## src/rtl/cpu_6502_ISA_pkg.sv

```systemverilog
// cpu_6502_ISA_pkg -- shared 6502 ISA definitions for the fetch unit.
// Provides the addressing-mode and instruction-length types, the fetch FSM
// state type, the reset-vector addresses, the jump opcodes and a helper that
// recognises the single-byte implied opcodes.
// Build option: CPU_6502_FETCH_RESET_VECTOR_EN adds the reset-vector states.
package cpu_6502_ISA_pkg;

   typedef enum logic [3:0] {
      IMPLIED,
      ACCUMULATOR,
      IMMEDIATE,
      ZERO_PAGE,
      ZERO_PAGE_X,
      ZERO_PAGE_Y,
      RELATIVE,
      ABSOLUTE,
      ABSOLUTE_X,
      ABSOLUTE_Y,
      ABSOLUTE_INDIRECT,
      INDEXED_INDIRECT,
      INDIRECT_INDEXED
   } addressing_mode_t;

   typedef logic [1:0] instr_len_t;

`ifdef CPU_6502_FETCH_RESET_VECTOR_EN
   typedef enum logic [2:0] {VEC_LO, VEC_HI, VEC_LD, OPC, B1, B2, B3, HOLD} fetch_state_t;
`else
   typedef enum logic [2:0] {OPC, B1, B2, B3, HOLD} fetch_state_t;
`endif

   localparam logic [15:0] RESET_VECTOR_LO = 16'hFFFC;
   localparam logic [15:0] RESET_VECTOR_HI = 16'hFFFD;
   localparam logic [7:0]  JSR             = 8'h20;
   localparam logic [7:0]  JMP_ABS_OPC     = 8'h4C;
   localparam logic [7:0]  JMP_IND_OPC     = 8'h6C;

   // Single-byte opcodes whose bit pattern would otherwise fall into the
   // cc/bbb grid (stack ops, flag ops, transfers, inc/dec of X/Y, NOP, BRK).
   function automatic logic is_implied_opcode(input logic [7:0] op);
      case (op)
         8'h00, 8'h08, 8'h18, 8'h28, 8'h38, 8'h40, 8'h48, 8'h58,
         8'h60, 8'h68, 8'h78, 8'h88, 8'h98, 8'hA8, 8'hB8, 8'hC8,
         8'hD8, 8'hE8, 8'hF8, 8'h8A, 8'h9A, 8'hAA, 8'hBA, 8'hCA,
         8'hEA:   return 1'b1;
         default: return 1'b0;
      endcase
   endfunction

endpackage

```

## src/rtl/cpu_6502_fetch_if.sv

```systemverilog
// cpu_6502_fetch_if -- bus bundle between the fetch unit, memory and decoder.
// master: the fetch unit (drives mem_addr_o/mem_rd_o and the instruction
//         outputs, receives mem_data_i, redirect and decoder ready).
// slave:  the memory/decoder side.
interface cpu_6502_fetch_if;
   import cpu_6502_ISA_pkg::*;

   logic [15:0]      mem_addr_o;
   logic             mem_rd_o;
   logic [7:0]       mem_data_i;
   logic             redirect_i;
   logic [15:0]      redirect_pc_i;
   logic             instr_valid_o;
   logic             instr_ready_i;
   logic [7:0]       opcode_o;
   logic [15:0]      operand_o;
   instr_len_t       instr_len_o;
   logic [15:0]      instr_pc_o;
   addressing_mode_t addr_mode_o;
   logic             illegal_o;

   modport master (
      output mem_addr_o, mem_rd_o, instr_valid_o, opcode_o, operand_o,
             instr_len_o, instr_pc_o, addr_mode_o, illegal_o,
      input  mem_data_i, redirect_i, redirect_pc_i, instr_ready_i
   );

   modport slave (
      input  mem_addr_o, mem_rd_o, instr_valid_o, opcode_o, operand_o,
             instr_len_o, instr_pc_o, addr_mode_o, illegal_o,
      output mem_data_i, redirect_i, redirect_pc_i, instr_ready_i
   );
endinterface

```

## src/rtl/cpu_6502_len_decode.sv

```systemverilog
// cpu_6502_len_decode -- combinational 6502 length / addressing-mode decode.
// Ports: opcode (in, 8)  -> len (1..3), mode (addressing_mode_t),
//        illegal (opcode outside the documented groups; decodes as 1-byte implied).
module cpu_6502_len_decode
   import cpu_6502_ISA_pkg::*;
(
   input  logic [7:0]       opcode,
   output instr_len_t       len,
   output addressing_mode_t mode,
   output logic             illegal
);

   logic [1:0] cc;
   logic [2:0] bbb;
   logic       x_index_is_y;

   assign cc  = opcode[1:0];
   assign bbb = opcode[4:2];
   // STX/LDX (aaa=100/101) index with Y where the rest of the cc=10 group uses X.
   assign x_index_is_y = (opcode[7:5] == 3'b100) || (opcode[7:5] == 3'b101);

   // Special opcodes are matched first; only then is the regular cc/bbb grid used.
   always_comb begin
      len     = 2'd1;
      mode    = IMPLIED;
      illegal = 1'b0;
      if (is_implied_opcode(opcode)) begin
         len  = 2'd1;
         mode = IMPLIED;
      end else if (opcode[4:0] == 5'b10000) begin
         len  = 2'd2;
         mode = RELATIVE;
      end else if ((opcode == JSR) || (opcode == JMP_ABS_OPC)) begin
         len  = 2'd3;
         mode = ABSOLUTE;
      end else if (opcode == JMP_IND_OPC) begin
         len  = 2'd3;
         mode = ABSOLUTE_INDIRECT;
      end else begin
         case (cc)
            2'b01: begin
               case (bbb)
                  3'b000:  begin len = 2'd2; mode = INDEXED_INDIRECT; end
                  3'b001:  begin len = 2'd2; mode = ZERO_PAGE;        end
                  3'b010:  begin len = 2'd2; mode = IMMEDIATE;        end
                  3'b011:  begin len = 2'd3; mode = ABSOLUTE;         end
                  3'b100:  begin len = 2'd2; mode = INDIRECT_INDEXED; end
                  3'b101:  begin len = 2'd2; mode = ZERO_PAGE_X;      end
                  3'b110:  begin len = 2'd3; mode = ABSOLUTE_Y;       end
                  default: begin len = 2'd3; mode = ABSOLUTE_X;       end
               endcase
            end
            2'b10: begin
               case (bbb)
                  3'b000:  begin len = 2'd2; mode = IMMEDIATE;   end
                  3'b001:  begin len = 2'd2; mode = ZERO_PAGE;   end
                  3'b010:  begin len = 2'd1; mode = ACCUMULATOR; end
                  3'b011:  begin len = 2'd3; mode = ABSOLUTE;    end
                  3'b101:  begin len = 2'd2; mode = x_index_is_y ? ZERO_PAGE_Y : ZERO_PAGE_X; end
                  3'b111:  begin len = 2'd3; mode = x_index_is_y ? ABSOLUTE_Y  : ABSOLUTE_X;  end
                  default: illegal = 1'b1;
               endcase
            end
            2'b00: begin
               case (bbb)
                  3'b000:  begin len = 2'd2; mode = IMMEDIATE;   end
                  3'b001:  begin len = 2'd2; mode = ZERO_PAGE;   end
                  3'b011:  begin len = 2'd3; mode = ABSOLUTE;    end
                  3'b101:  begin len = 2'd2; mode = ZERO_PAGE_X; end
                  3'b111:  begin len = 2'd3; mode = ABSOLUTE_X;  end
                  default: illegal = 1'b1;
               endcase
            end
            default: illegal = 1'b1;
         endcase
      end
   end

endmodule

```

## src/rtl/cpu_6502_fetch.sv

```systemverilog
// cpu_6502_fetch -- 6502 instruction fetch unit.
// Reads opcode and operand bytes from a memory with one-cycle read latency,
// decodes length/addressing mode and holds the instruction for the decoder
// until instr_ready_i. A redirect pulse restarts fetch at a new PC.
// Ports: clk_i, rst_i (async, active-high); bus (cpu_6502_fetch_if.master):
//   mem_addr_o/mem_rd_o/mem_data_i memory read port, redirect_i/redirect_pc_i
//   PC override, instr_valid_o/instr_ready_i decoder handshake, opcode_o,
//   operand_o, instr_len_o, instr_pc_o, addr_mode_o, illegal_o.
// Parameter RESET_PC: start PC when the vector fetch is not built in.
// Build option: CPU_6502_FETCH_RESET_VECTOR_EN loads the start PC from FFFC/FFFD.
module cpu_6502_fetch
   import cpu_6502_ISA_pkg::*;
#(
   parameter logic [15:0] RESET_PC = 16'hC000
)(
   input  logic             clk_i,
   input  logic             rst_i,
   cpu_6502_fetch_if.master bus
);

`ifdef CPU_6502_FETCH_RESET_VECTOR_EN
   localparam fetch_state_t RESET_STATE = VEC_LO;
`else
   localparam fetch_state_t RESET_STATE = OPC;
`endif

   fetch_state_t     state, state_nxt;
   logic [15:0]      pc;
   logic [15:0]      instr_pc_r;
   logic [7:0]       opcode_r;
   logic [15:0]      operand_r;
   instr_len_t       len_r;
   addressing_mode_t mode_r;
   logic             illegal_r;
   instr_len_t       dec_len;
   addressing_mode_t dec_mode;
   logic             dec_illegal;
   logic             redirect_en;
   logic             mem_rd;
   logic [15:0]      mem_addr;

   // Decodes the byte arriving in B1, i.e. the opcode read issued in OPC.
   cpu_6502_len_decode u_len_decode (
      .opcode  (bus.mem_data_i),
      .len     (dec_len),
      .mode    (dec_mode),
      .illegal (dec_illegal)
   );

   // The vector load cannot be interrupted by a redirect.
`ifdef CPU_6502_FETCH_RESET_VECTOR_EN
   assign redirect_en = bus.redirect_i && !((state == VEC_LO) || (state == VEC_HI) || (state == VEC_LD));
`else
   assign redirect_en = bus.redirect_i;
`endif

   always_ff @(posedge clk_i or posedge rst_i) begin
      if (rst_i) state <= RESET_STATE;
      else       state <= state_nxt;
   end

   always_comb begin
      state_nxt = state;
      case (state)
`ifdef CPU_6502_FETCH_RESET_VECTOR_EN
         VEC_LO:  state_nxt = VEC_HI;
         VEC_HI:  state_nxt = VEC_LD;
         VEC_LD:  state_nxt = OPC;
`endif
         OPC:     state_nxt = B1;
         B1:      state_nxt = (dec_len == 2'd1) ? HOLD : B2;
         B2:      state_nxt = (len_r == 2'd2) ? HOLD : B3;
         B3:      state_nxt = HOLD;
         HOLD:    state_nxt = bus.instr_ready_i ? OPC : HOLD;
         default: state_nxt = OPC;
      endcase
      // A redirect in HOLD with ready also lands here: the held instruction
      // has been taken by the decoder, fetch just restarts elsewhere.
      if (redirect_en) state_nxt = OPC;
   end

   always_comb begin
      mem_rd   = 1'b0;
      mem_addr = pc;
      case (state)
`ifdef CPU_6502_FETCH_RESET_VECTOR_EN
         VEC_LO:  begin mem_rd = 1'b1; mem_addr = RESET_VECTOR_LO; end
         VEC_HI:  begin mem_rd = 1'b1; mem_addr = RESET_VECTOR_HI; end
`endif
         OPC:     mem_rd = 1'b1;
         B1:      mem_rd = (dec_len != 2'd1);
         B2:      mem_rd = (len_r == 2'd3);
         default: mem_rd = 1'b0;
      endcase
   end

   // Reset state OPC would otherwise strobe a read while reset is held.
   assign bus.mem_rd_o      = mem_rd && !rst_i;
   assign bus.mem_addr_o    = mem_addr;
   assign bus.instr_valid_o = (state == HOLD);
   assign bus.opcode_o      = opcode_r;
   assign bus.operand_o     = operand_r;
   assign bus.instr_len_o   = len_r;
   assign bus.instr_pc_o    = instr_pc_r;
   assign bus.addr_mode_o   = mode_r;
   assign bus.illegal_o     = illegal_r;

   // pc advances exactly when an instruction byte read is issued; a redirect
   // overrides any capture so stale read data never reaches the outputs.
   always_ff @(posedge clk_i or posedge rst_i) begin
      if (rst_i) begin
         pc         <= RESET_PC;
         instr_pc_r <= 16'h0000;
         opcode_r   <= 8'h00;
         operand_r  <= 16'h0000;
         len_r      <= 2'd1;
         mode_r     <= IMPLIED;
         illegal_r  <= 1'b0;
      end else if (redirect_en) begin
         pc <= bus.redirect_pc_i;
      end else begin
         case (state)
`ifdef CPU_6502_FETCH_RESET_VECTOR_EN
            VEC_HI: pc[7:0]  <= bus.mem_data_i;
            VEC_LD: pc[15:8] <= bus.mem_data_i;
`endif
            OPC: begin
               instr_pc_r <= pc;
               pc         <= pc + 16'd1;
            end
            B1: begin
               opcode_r  <= bus.mem_data_i;
               len_r     <= dec_len;
               mode_r    <= dec_mode;
               illegal_r <= dec_illegal;
               operand_r <= 16'h0000;
               if (dec_len != 2'd1) pc <= pc + 16'd1;
            end
            B2: begin
               operand_r[7:0] <= bus.mem_data_i;
               if (len_r == 2'd3) pc <= pc + 16'd1;
            end
            B3:      operand_r[15:8] <= bus.mem_data_i;
            default: ;
         endcase
      end
   end

endmodule
```

## src/flat_wrapper.sv

```systemverilog
// flat-port wrapper written by rule: the top's interface ports become plain ports
module cpu_6502_fetch_flat import cpu_6502_ISA_pkg::*;
#(
   parameter logic [15:0] RESET_PC = 16'hC000
)
  (clk_i, rst_i, bus_mem_addr_o, bus_mem_rd_o, bus_instr_valid_o, bus_opcode_o, bus_operand_o, bus_instr_len_o, bus_instr_pc_o, bus_addr_mode_o, bus_illegal_o, bus_mem_data_i, bus_redirect_i, bus_redirect_pc_i, bus_instr_ready_i);
  cpu_6502_fetch_if bus_i ();
  input  logic clk_i;
  input  logic rst_i;
  output wire logic [$bits(bus_i.mem_addr_o)-1:0] bus_mem_addr_o;
  output wire logic [$bits(bus_i.mem_rd_o)-1:0] bus_mem_rd_o;
  output wire logic [$bits(bus_i.instr_valid_o)-1:0] bus_instr_valid_o;
  output wire logic [$bits(bus_i.opcode_o)-1:0] bus_opcode_o;
  output wire logic [$bits(bus_i.operand_o)-1:0] bus_operand_o;
  output wire logic [$bits(bus_i.instr_len_o)-1:0] bus_instr_len_o;
  output wire logic [$bits(bus_i.instr_pc_o)-1:0] bus_instr_pc_o;
  output wire logic [$bits(bus_i.addr_mode_o)-1:0] bus_addr_mode_o;
  output wire logic [$bits(bus_i.illegal_o)-1:0] bus_illegal_o;
  input wire logic [$bits(bus_i.mem_data_i)-1:0] bus_mem_data_i;
  input wire logic [$bits(bus_i.redirect_i)-1:0] bus_redirect_i;
  input wire logic [$bits(bus_i.redirect_pc_i)-1:0] bus_redirect_pc_i;
  input wire logic [$bits(bus_i.instr_ready_i)-1:0] bus_instr_ready_i;
  assign bus_mem_addr_o = bus_i.mem_addr_o;
  assign bus_mem_rd_o = bus_i.mem_rd_o;
  assign bus_instr_valid_o = bus_i.instr_valid_o;
  assign bus_opcode_o = bus_i.opcode_o;
  assign bus_operand_o = bus_i.operand_o;
  assign bus_instr_len_o = bus_i.instr_len_o;
  assign bus_instr_pc_o = bus_i.instr_pc_o;
  assign bus_addr_mode_o = bus_i.addr_mode_o;
  assign bus_illegal_o = bus_i.illegal_o;
  assign bus_i.mem_data_i = bus_mem_data_i;
  assign bus_i.redirect_i = bus_redirect_i;
  assign bus_i.redirect_pc_i = bus_redirect_pc_i;
  assign bus_i.instr_ready_i = bus_instr_ready_i;
  cpu_6502_fetch #(.RESET_PC(RESET_PC)) u_core (.clk_i(clk_i), .rst_i(rst_i), .bus(bus_i));
endmodule
```

## config.mk

```make
export PLATFORM = sky130hd
export DESIGN_NAME = cpu_6502_fetch_flat
export DESIGN_NICKNAME = d
export VERILOG_FILES = /design/src/rtl/cpu_6502_ISA_pkg.sv /design/src/rtl/cpu_6502_fetch_if.sv /design/src/rtl/cpu_6502_len_decode.sv /design/src/rtl/cpu_6502_fetch.sv /design/src/flat_wrapper.sv
export SDC_FILE = /design/constraint.sdc
export NUM_CORES = 1
export LEC_CHECK = 0
export CAP_MARGIN = 15
export CORE_UTILIZATION = 53
export DETAILED_ROUTE_END_ITERATION = 12
export PLACE_DENSITY = 0.85
export SLEW_MARGIN = 20
export SYNTH_ARGS = -nofsm -noshare
export SYNTH_HDL_FRONTEND = slang
export SYNTH_SLANG_ARGS = --single-unit
```

## constraint.sdc

```tcl
create_clock -name clk_i -period 2.9 [get_ports clk_i]
set_clock_uncertainty 0.1 [all_clocks]
set_input_delay 0.29 -clock clk_i [delete_from_list [all_inputs] [get_ports clk_i]]
set_output_delay 0.29 -clock clk_i [all_outputs]
set_load 0.02 [all_outputs]
```

# Word level (Yosys, flattened, before mapping)
# Cells that the tools add are included.
[op_classes]
addsub = 1
eq_ne = 49
muxes = 37
bitwise_logic = 1
reduce_logical = 23
[ops]
columns = ["op", "count"]
rows = [
  ["$eq A8 B8 Y1 const B", 14],
  ["$eq A8 B7 Y1 const B", 8],
  ["$mux W16", 3],
  ["$pmux W16 S3", 1],
  ["$pmux W8 S2", 2],
  ["$pmux W4 S7", 1],
  ["$reduce_or A25 Y1", 1],
  ["$eq A8 B6 Y1 const B", 3],
  ["$pmux W4 S6", 1],
  ["$eq A3 B3 Y1 const B", 7],
  ["$pmux W4 S5", 1],
  ["$add A16 B1 Y16 const B", 1],
  ["$mux W4", 4],
  ["$pmux W3 S5", 1],
  ["$eq A3 B2 Y1 const B", 4],
  ["$mux W3", 4],
  ["$pmux W4 S3", 1],
  ["$mux W1", 10],
  ["$reduce_or A5 Y1", 2],
  ["$eq A8 B4 Y1 const B", 1],
  ["$eq A8 B5 Y1 const B", 1],
  ["$logic_not A8 Y1", 1],
  ["$mux W2", 4],
  ["$pmux W2 S2", 2],
  ["20 further kinds", 33],
]
[word_totals]
ff_bits = 66
out_inout_bits = 65
elab_cells = 120

# Logic depth before layout (Yosys ltp)
# Gate-level depths: netlist of the first run.
[logic_depth]
ltp_word = 12
ltp_mapped = 7
mapped_depth_nobuf = 6

# Modules after synthesis
# A second synthesis of the first run with hierarchy kept.
[hier_totals]
cells_unflattened = 355
area_unflattened_um2 = 3468.3
[modules_own_cells]
columns = ["module", "instances", "cells_per_inst", "area_per_inst_um2", "seq_area_each_um2"]
rows = [
  ["cpu_6502_fetch", 1, 300, 3133.0, 1655.3],
  ["cpu_6502_len_decode", 1, 55, 335.3, 0.0],
]

# Worst setup path before layout of the first run
# No wires, ideal clock.
[synth_path]
path_type = "input-to-output"
start = "input bus_mem_data_i[7]"
end = "output bus_mem_rd_o"
t_arrival_ns = 1.781
t_required_ns = 2.510
slack_ns = 0.729
cell_stages = 7
path_cell_list = "clkbuf_1 a21boi_0 o21ai_1 o221ai_1 buf_2 o22a_1 nor3_1"
[synth_between]
elab_chain_len = 8
word_cells_on_any_way = 38
classes_between = "28 x eq/ne; 6 x mux; 4 x reduce/logical"
[synth_lines]
columns = ["item", "line", "text"]
rows = [
  ["start: declaration", "flat_wrapper.sv:19", "input wire logic [$bits(bus_i.mem_data_i)-1:0] bus_mem_data_i;"],
  ["parallel branches: the longest is 4 deep, another holds $reduce_or A25 Y1", "-", ""],
  ["$mux W2 *", "cpu_6502_len_decode.sv:27", "if (is_implied_opcode(opcode)) begin"],
  ["$ne A2 B1 Y1 *", "cpu_6502_fetch.sv:91", "B1: mem_rd = (dec_len != 2'd1);"],
  ["$pmux W1 S3 *", "cpu_6502_fetch.sv:85", "case (state)"],
  ["$logic_and A1 B1 Y1 *", "cpu_6502_fetch.sv:98", "assign bus.mem_rd_o = mem_rd && !rst_i;"],
  ["end: declaration", "flat_wrapper.sv:11", "output wire logic [$bits(bus_i.mem_rd_o)-1:0] bus_mem_rd_o;"],
]
# Every way passes the cells marked *.

# Worst setup path in the final report of the first run
# Ends and elaborated chain as after synthesis.

==> results.yml, run 1 <==
job:
  drv_cap: 0
setup_path:
  crit_slowest_cell: "clkdlybuf4s50_1"
  max_stage_delay_ps: 510
  cp.required_ps: 2510
  startpoint_type: "input port"
  critical_path.max_fanout: 5
  worstSetupEndpointType: "primary output"
  path_class: "in2out"
  crit_chain: "clkdlybuf4s50_1 > a21boi_0 > o21ai_1 > o221ai_1 > o22a_1 > nor3_1 > dlymetal6s2s_1"
  r2r_setup_slack_ps: 640
  cp.arrival_ps: 2060
place:
  dp_hpwl_um: 6930
  gp_congestion: 0.905
  pre_cts_slack_ps: 70.4
  io_buffers: 92
power:
  power_density_nw_per_um2: 791
  leakage_nw: 1.98
  power.total_mw: 3.83
  ir_drop_v: 0.000448
final_layout:
  final_nets: 517
  layout-drive-gt1-share_pct: 13.0
  n_antenna_cell: 0
  final_core_util_pct: 74.9
  area_growth_pct: 34.7
route:
  drt_wl_total_um: 9860
  drt-wirelength-per-cell_um: 17.3
  vias_per_cell: 6.07
  first_pass_iters: 9
  drt.antenna.violating_nets: 0
  post-route-drc-count: 5
  drt-initial-drc-count: 327
  detailroute.via_count: 3458
synthesis:
  synth_xor_area_share_pct: 0
  synthSimpleGateAreaFrac_pct: 20.8
  yosysMostFrequentCell: "nand2_1"
  syn-num-nets: 426
  synthFlopType: "dfrtp_1"
  syn_inst: 397
  synth-seq-cells: 66
  synth_cell_type_count: 62
  postSynth.asyncResetShare_pct: 100
  yosys_warnings: 0
  synth_edf_count: 0
  synth_mux_area_share_pct: 5.02
  seq_area_frac_synth_pct: 46.1
  yosysTopAreaCellShare_pct: 43.9
  syn_area_per_cell_um2: 9.05
  synth_top_family_by_area: "compound AO/OA/AOI/OAI gates"
  syn_area_um2: 3590
  synth_fa_ha_area_share_pct: 0.348
  yosys-top-cells-area: "dfrtp_1 44%, nand2_1 6.7%, mux2_2 4.7%"
  synth_commonest_cells: "64 x nand2_1, 63 x dfrtp_1, 30 x nor2_1, 29 x o21ai_0, 26 x clkbuf_1"
  synth-compound-area-share_pct: 22.5
  yosysTopAreaCell: "dfrtp_1"
sta:
  maxSlewViolCount: 0
  fin_crit_ps: 2450
  hold-worst-slack_ps: 242
  period_share_pct: 84.6
  max_slew_margin_pct: 53.8
  finalSetupViolCount: 0
  setup_tns_ps: 0
  setup_ws_ps: 447
  rsz0062_at_grt: "no"
  worst_slew_pin_slew_ps: 691
  fmax_mhz: 408
  finalHoldViolCount: 0
worst_hold_path:
  hold_path_class: "in2async"
floorplanning:
  die_area_um2: 7110
  io_pins: 93
  chipHeight_um: 84.3
  rows: 29
  core_um2: 6460
  die_w_um: 84.3
  start_util_pct: 55.6
status:
  outcome: "finished, violations left"
  violations: "design-rule violations"
clocking:
  htree_num_levels: 3
  cts.path.max_buffers: 2
  cts_inserted_buffers: 9
  clk_latency_ps: 350
  postCtsHoldBufs: 0
  cts_tree: "done"
  cts.clk_slew.worst_paths_ps: 80
  numClockSinks: 66
  clock-root-buffer: "clkbuf_8"
grt:
  grt_pass1_wl_um: 16400
  grt_pass1_vias: 3339
  antenna_found_initial: 0
  grt_usage_pct: 29.1
  grt-ovfl-total: 0
  grt_max_degree: 29
==> area by class of cell <==
cell class	instances	area, um^2
multi-input combinational	285	1760
sequential	66	1660
fill	473	1620
timing repair buffer	116	1100
clock buffer	14	173
tap	77	96.3
inverter	10	37.5
clock inverter	2	12.5
==> what timing repair did <==
action / in CTS / in global routing
setup endpoints to repair: 0 / 1
resized for setup: 0 / 1
buffers inserted: 0 / 0
endpoints found under the hold margin: 0 / 0
==> cell families after synthesis <==
group / after synthesis
adder cells (fa/ha/maj): 1
AND/OR/NAND/NOR: 150
buffers and inverters: 46
flip-flops: 66
multiplexers: 16
AO/OA/AOI/OAI: 118
==> registers in the layout (all words and copies together) (netlist names) <==
name and cells:
u_core.bus.instr_pc_o 16, u_core.bus.mem_addr_o 16, u_core.bus.operand_o 16, u_core.bus.opcode_o 8
u_core.bus.addr_mode_o 4, u_core.state 3, u_core.bus.instr_len_o 2, u_core.bus.illegal_o 1
==> path summary, 6_finish.rpt <==
check	startpoint	end	depth (start not counted)
max reg2reg	u_core.state[0]	u_core.bus.mem_addr_o[0]	6
min	rst_i	u_core.bus.operand_o[0]	2
max in group asynchronous	rst_i	u_core.bus.mem_addr_o[14]	3
min in group clk_i	u_core.bus.opcode_o[5]	u_core.bus.opcode_o[5]	2
max	bus_mem_data_i[7]	bus_mem_rd_o	7
min reg2reg	u_core.bus.opcode_o[5]	u_core.bus.opcode_o[5]	2
==> critical path, delay by kind of cell <==
kind | cells | cell delay [ps]
simple gates | 1 | 120
buf+inv | 2 | 760
compound gates | 4 | 890
==> per-layer routing <==
layer	track usage, %	share of wire [%]	vias to the layer above
met5	0	0	-
met4	12.2	2.2	0
met3	4.23	6.5	22
met2	44.6	47	157
met1	41.6	44	1665
li1	-	-	1614
==> power by group <==
| group | internal (mW) | leakage [nW] | switching (mW) | total (mW) |
|---|---|---|---|---|
| combinational | 0.805 | 1.10 | 0.832 | 1.64 |
| sequential | 1.21 | 0.793 | 0.246 | 1.45 |
| clock | 0.380 | 0.0927 | 0.358 | 0.739 |
==> stage by stage <==
stage | cells | instance area, um^2
2_1_floorplan | 397 | 3590
3_3_place_gp | 554 | 4650
3_5_place_dp | 554 | 4650
4_1_cts | 570 | 4830
5_1_grt | 570 | 4840
6_report | 570 | 4840
==> layout by cell type (no fill, tap or decap), types with 5 or more instances in the layout <==
cell / n
nor3_1: 5
o21ai_0: 29
a2bb2oi_1: 8
dfrtp_1: 63
clkbuf_8: 12
nand2_1: 64
buf_4: 24
a21oi_1: 20
mux2_2: 15
nor2_1: 30
clkdlybuf4s50_1: 91
nand3_1: 10
nand2b_1: 6
nor2b_1: 13
inv_1: 9
a31oi_1: 15
Power figures use the tool's default switching activity.
==> run 2, diff against run 1 <==
--- a/config.mk
+++ b/config.mk
@@ -6,9 +6,9 @@
 export NUM_CORES = 1
 export LEC_CHECK = 0
 export CAP_MARGIN = 15
-export CORE_UTILIZATION = 53
+export CORE_UTILIZATION = 49
 export DETAILED_ROUTE_END_ITERATION = 12
-export PLACE_DENSITY = 0.85
+export PLACE_DENSITY = 0.79
 export SLEW_MARGIN = 20
 export SYNTH_ARGS = -nofsm -noshare
 export SYNTH_HDL_FRONTEND = slang
==> constraint.sdc (replaced) <==
create_clock -name clk_i -period 2.3 [get_ports clk_i]
set_clock_uncertainty 0.1 [all_clocks]
set_input_delay 0.23 -clock clk_i [delete_from_list [all_inputs] [get_ports clk_i]]
set_output_delay 0.23 -clock clk_i [all_outputs]
set_load 0.02 [all_outputs]
==> run 2 against run 1 <==
  * Register-to-register slack worse by 450 ps
  * Highest routed layer unchanged
  * Critical endpoint is now u_core.bus.mem_addr_o[15]
  * Count of clock-buffer cells in the layout decreased by 1
  * Cell count is 7.2% higher
  * Non-clock buffer count is 23 higher
  * Largest power group unchanged
  * The run now ends clean
==> results.yml, run 2 (synthesis gave the netlist of run 1 again) <==
status:
  outcome: "finished, final reports clean"
floorplanning:
  die_area_um2: 7680
  core_um2: 6940
  die_w_um: 87.6
  start_util_pct: 51.7
  rows: 30
  io_pins: 93
  chipHeight_um: 87.6
route:
  drt-wirelength-per-cell_um: 16.3
  post-route-drc-count: 0
  drt.antenna.violating_nets: 0
  detailroute.via_count: 3512
  first_pass_iters: 5
  drt_wl_total_um: 9940
  vias_per_cell: 5.75
  drt-initial-drc-count: 173
setup_path:
  critPathTopFamily: "compound AO/OA/AOI/OAI gates"
  max_stage_delay_ps: 610
  reg2reg_depth: 5
  critical_path.max_fanout: 5
  cp.arrival_ps: 2270
  path_class: "reg2reg"
  crit_chain: "nand3b_4 > a21o_1 > or4_4 > a2111oi_4 > a211oi_1"
  worstSetupEndpointType: "flip-flop"
  reg2reg_from: "u_core.bus.instr_len_o[0]"
  r2r_setup_slack_ps: 190
  crit_slowest_cell: "dfstp_2"
  critPathLaunch: "u_core.bus.instr_len_o[0]"
  path_buf_inv: 0
  startpoint_type: "flip-flop"
  crit-reg2reg-capture: "u_core.bus.mem_addr_o[15]"
  cp.required_ps: 2460
sta:
  max_slew_margin_pct: 64.6
  rsz0062_at_grt: "no"
  fin_crit_ps: 2110
  setup_tns_ps: 0
  fmax_mhz: 473
  period_share_pct: 91.9
  finalSetupViolCount: 0
  hold-worst-slack_ps: 118
  setup_ws_ps: 185
  finalHoldViolCount: 0
  maxSlewViolCount: 0
  worst_slew_pin_slew_ps: 531
final_layout:
  final_common_cell: "clkdlybuf4s50_1"
  seqCellArea_um2: 1660
  multi_input_area_um2: 1770
  final_cell_mix: "88 x clkdlybuf4s50_1, 64 x nand2_1, 63 x dfrtp_1"
  layout-drive-gt1-share_pct: 17.5
  n_antenna_cell: 0
  area_growth_pct: 41.5
  final_nets: 540
  nFillCells: 535
clocking:
  cts.path.max_buffers: 2
  htree_num_levels: 3
  numClockSinks: 66
  cts_tree: "done"
  cts.clk_slew.worst_paths_ps: 70
  cts_inserted_buffers: 9
  clock-root-buffer: "clkbuf_8"
  clk_latency_ps: 340
place:
  dp_hpwl_um: 7050
  io_buffers: 92
  gp_congestion: 0.904
  pre_cts_slack_ps: -301
job:
  drv_cap: 0
worst_hold_path:
  hold_path_class: "in2async"
power:
  ir_drop_v: 0.000534
  leakage_nw: 2.13
  power.total_mw: 4.96
  power_density_nw_per_um2: 975
grt:
  grt_pass1_wl_um: 16400
  grt_pass1_vias: 3290
  grt_usage_pct: 27.5
  antenna_found_initial: 0
  grt_max_degree: 51
  grt-ovfl-total: 0
[run 2: worst max-delay path by stage]
stage	end	cells after the start	slack (ps)
global route	u_core.bus.mem_addr_o[15]	5	90
finish	u_core.bus.mem_addr_o[15]	5	190
CTS	bus_mem_rd_o	7	30
detailed placement	bus_mem_rd_o	7	-300
floorplan	u_core.bus.mem_addr_o[15]	7	200
global placement	bus_mem_rd_o	7	-270
[run 2: repair_timing]
action,4_1_cts,5_1_grt
hold buffers,0,0
setup buffers,0,1
pin swaps,0,1
endpoints found under the setup margin,2,2
gates resized for setup,5,5
[run 2: area by class of cell]
cell class	instances	area share, %
Clock buffer	13	3.32
Inverter	10	0.738
Tap cell	96	2.36
Timing Repair Buffer	139	25.5
Clock inverter	2	0.689
Multi-Input combinational cell	285	34.8
Sequential cell	66	32.6
[run 2: metrics by stage]
step	util, %	area [um^2]	cells
finish	73.2	5080	611
global route	73.2	5080	611
CTS	73.0	5070	610
detailed placement	70.0	4860	595
global placement	70.0	4860	595
floorplan	-	3590	397
[run 2: layer usage]
| layer | share of wire, % | wire (um) | up-vias | track usage (%) |
|---|---|---|---|---|
| li1 | - | - | 1663 | - |
| met1 | 44 | 4340 | 1699 | 38.3 |
| met2 | 49 | 4880 | 136 | 44.3 |
| met3 | 5.7 | 563 | 14 | 3.39 |
| met4 | 1.6 | 156 | 0 | 10.1 |
| met5 | 0 | 0 | - | 0 |
[run 2: where the power goes]
part	switching [mW]	internal, mW
sequential	0.283	1.52
combinational	1.08	1.06
clock	0.423	0.583
total	1.79	3.17
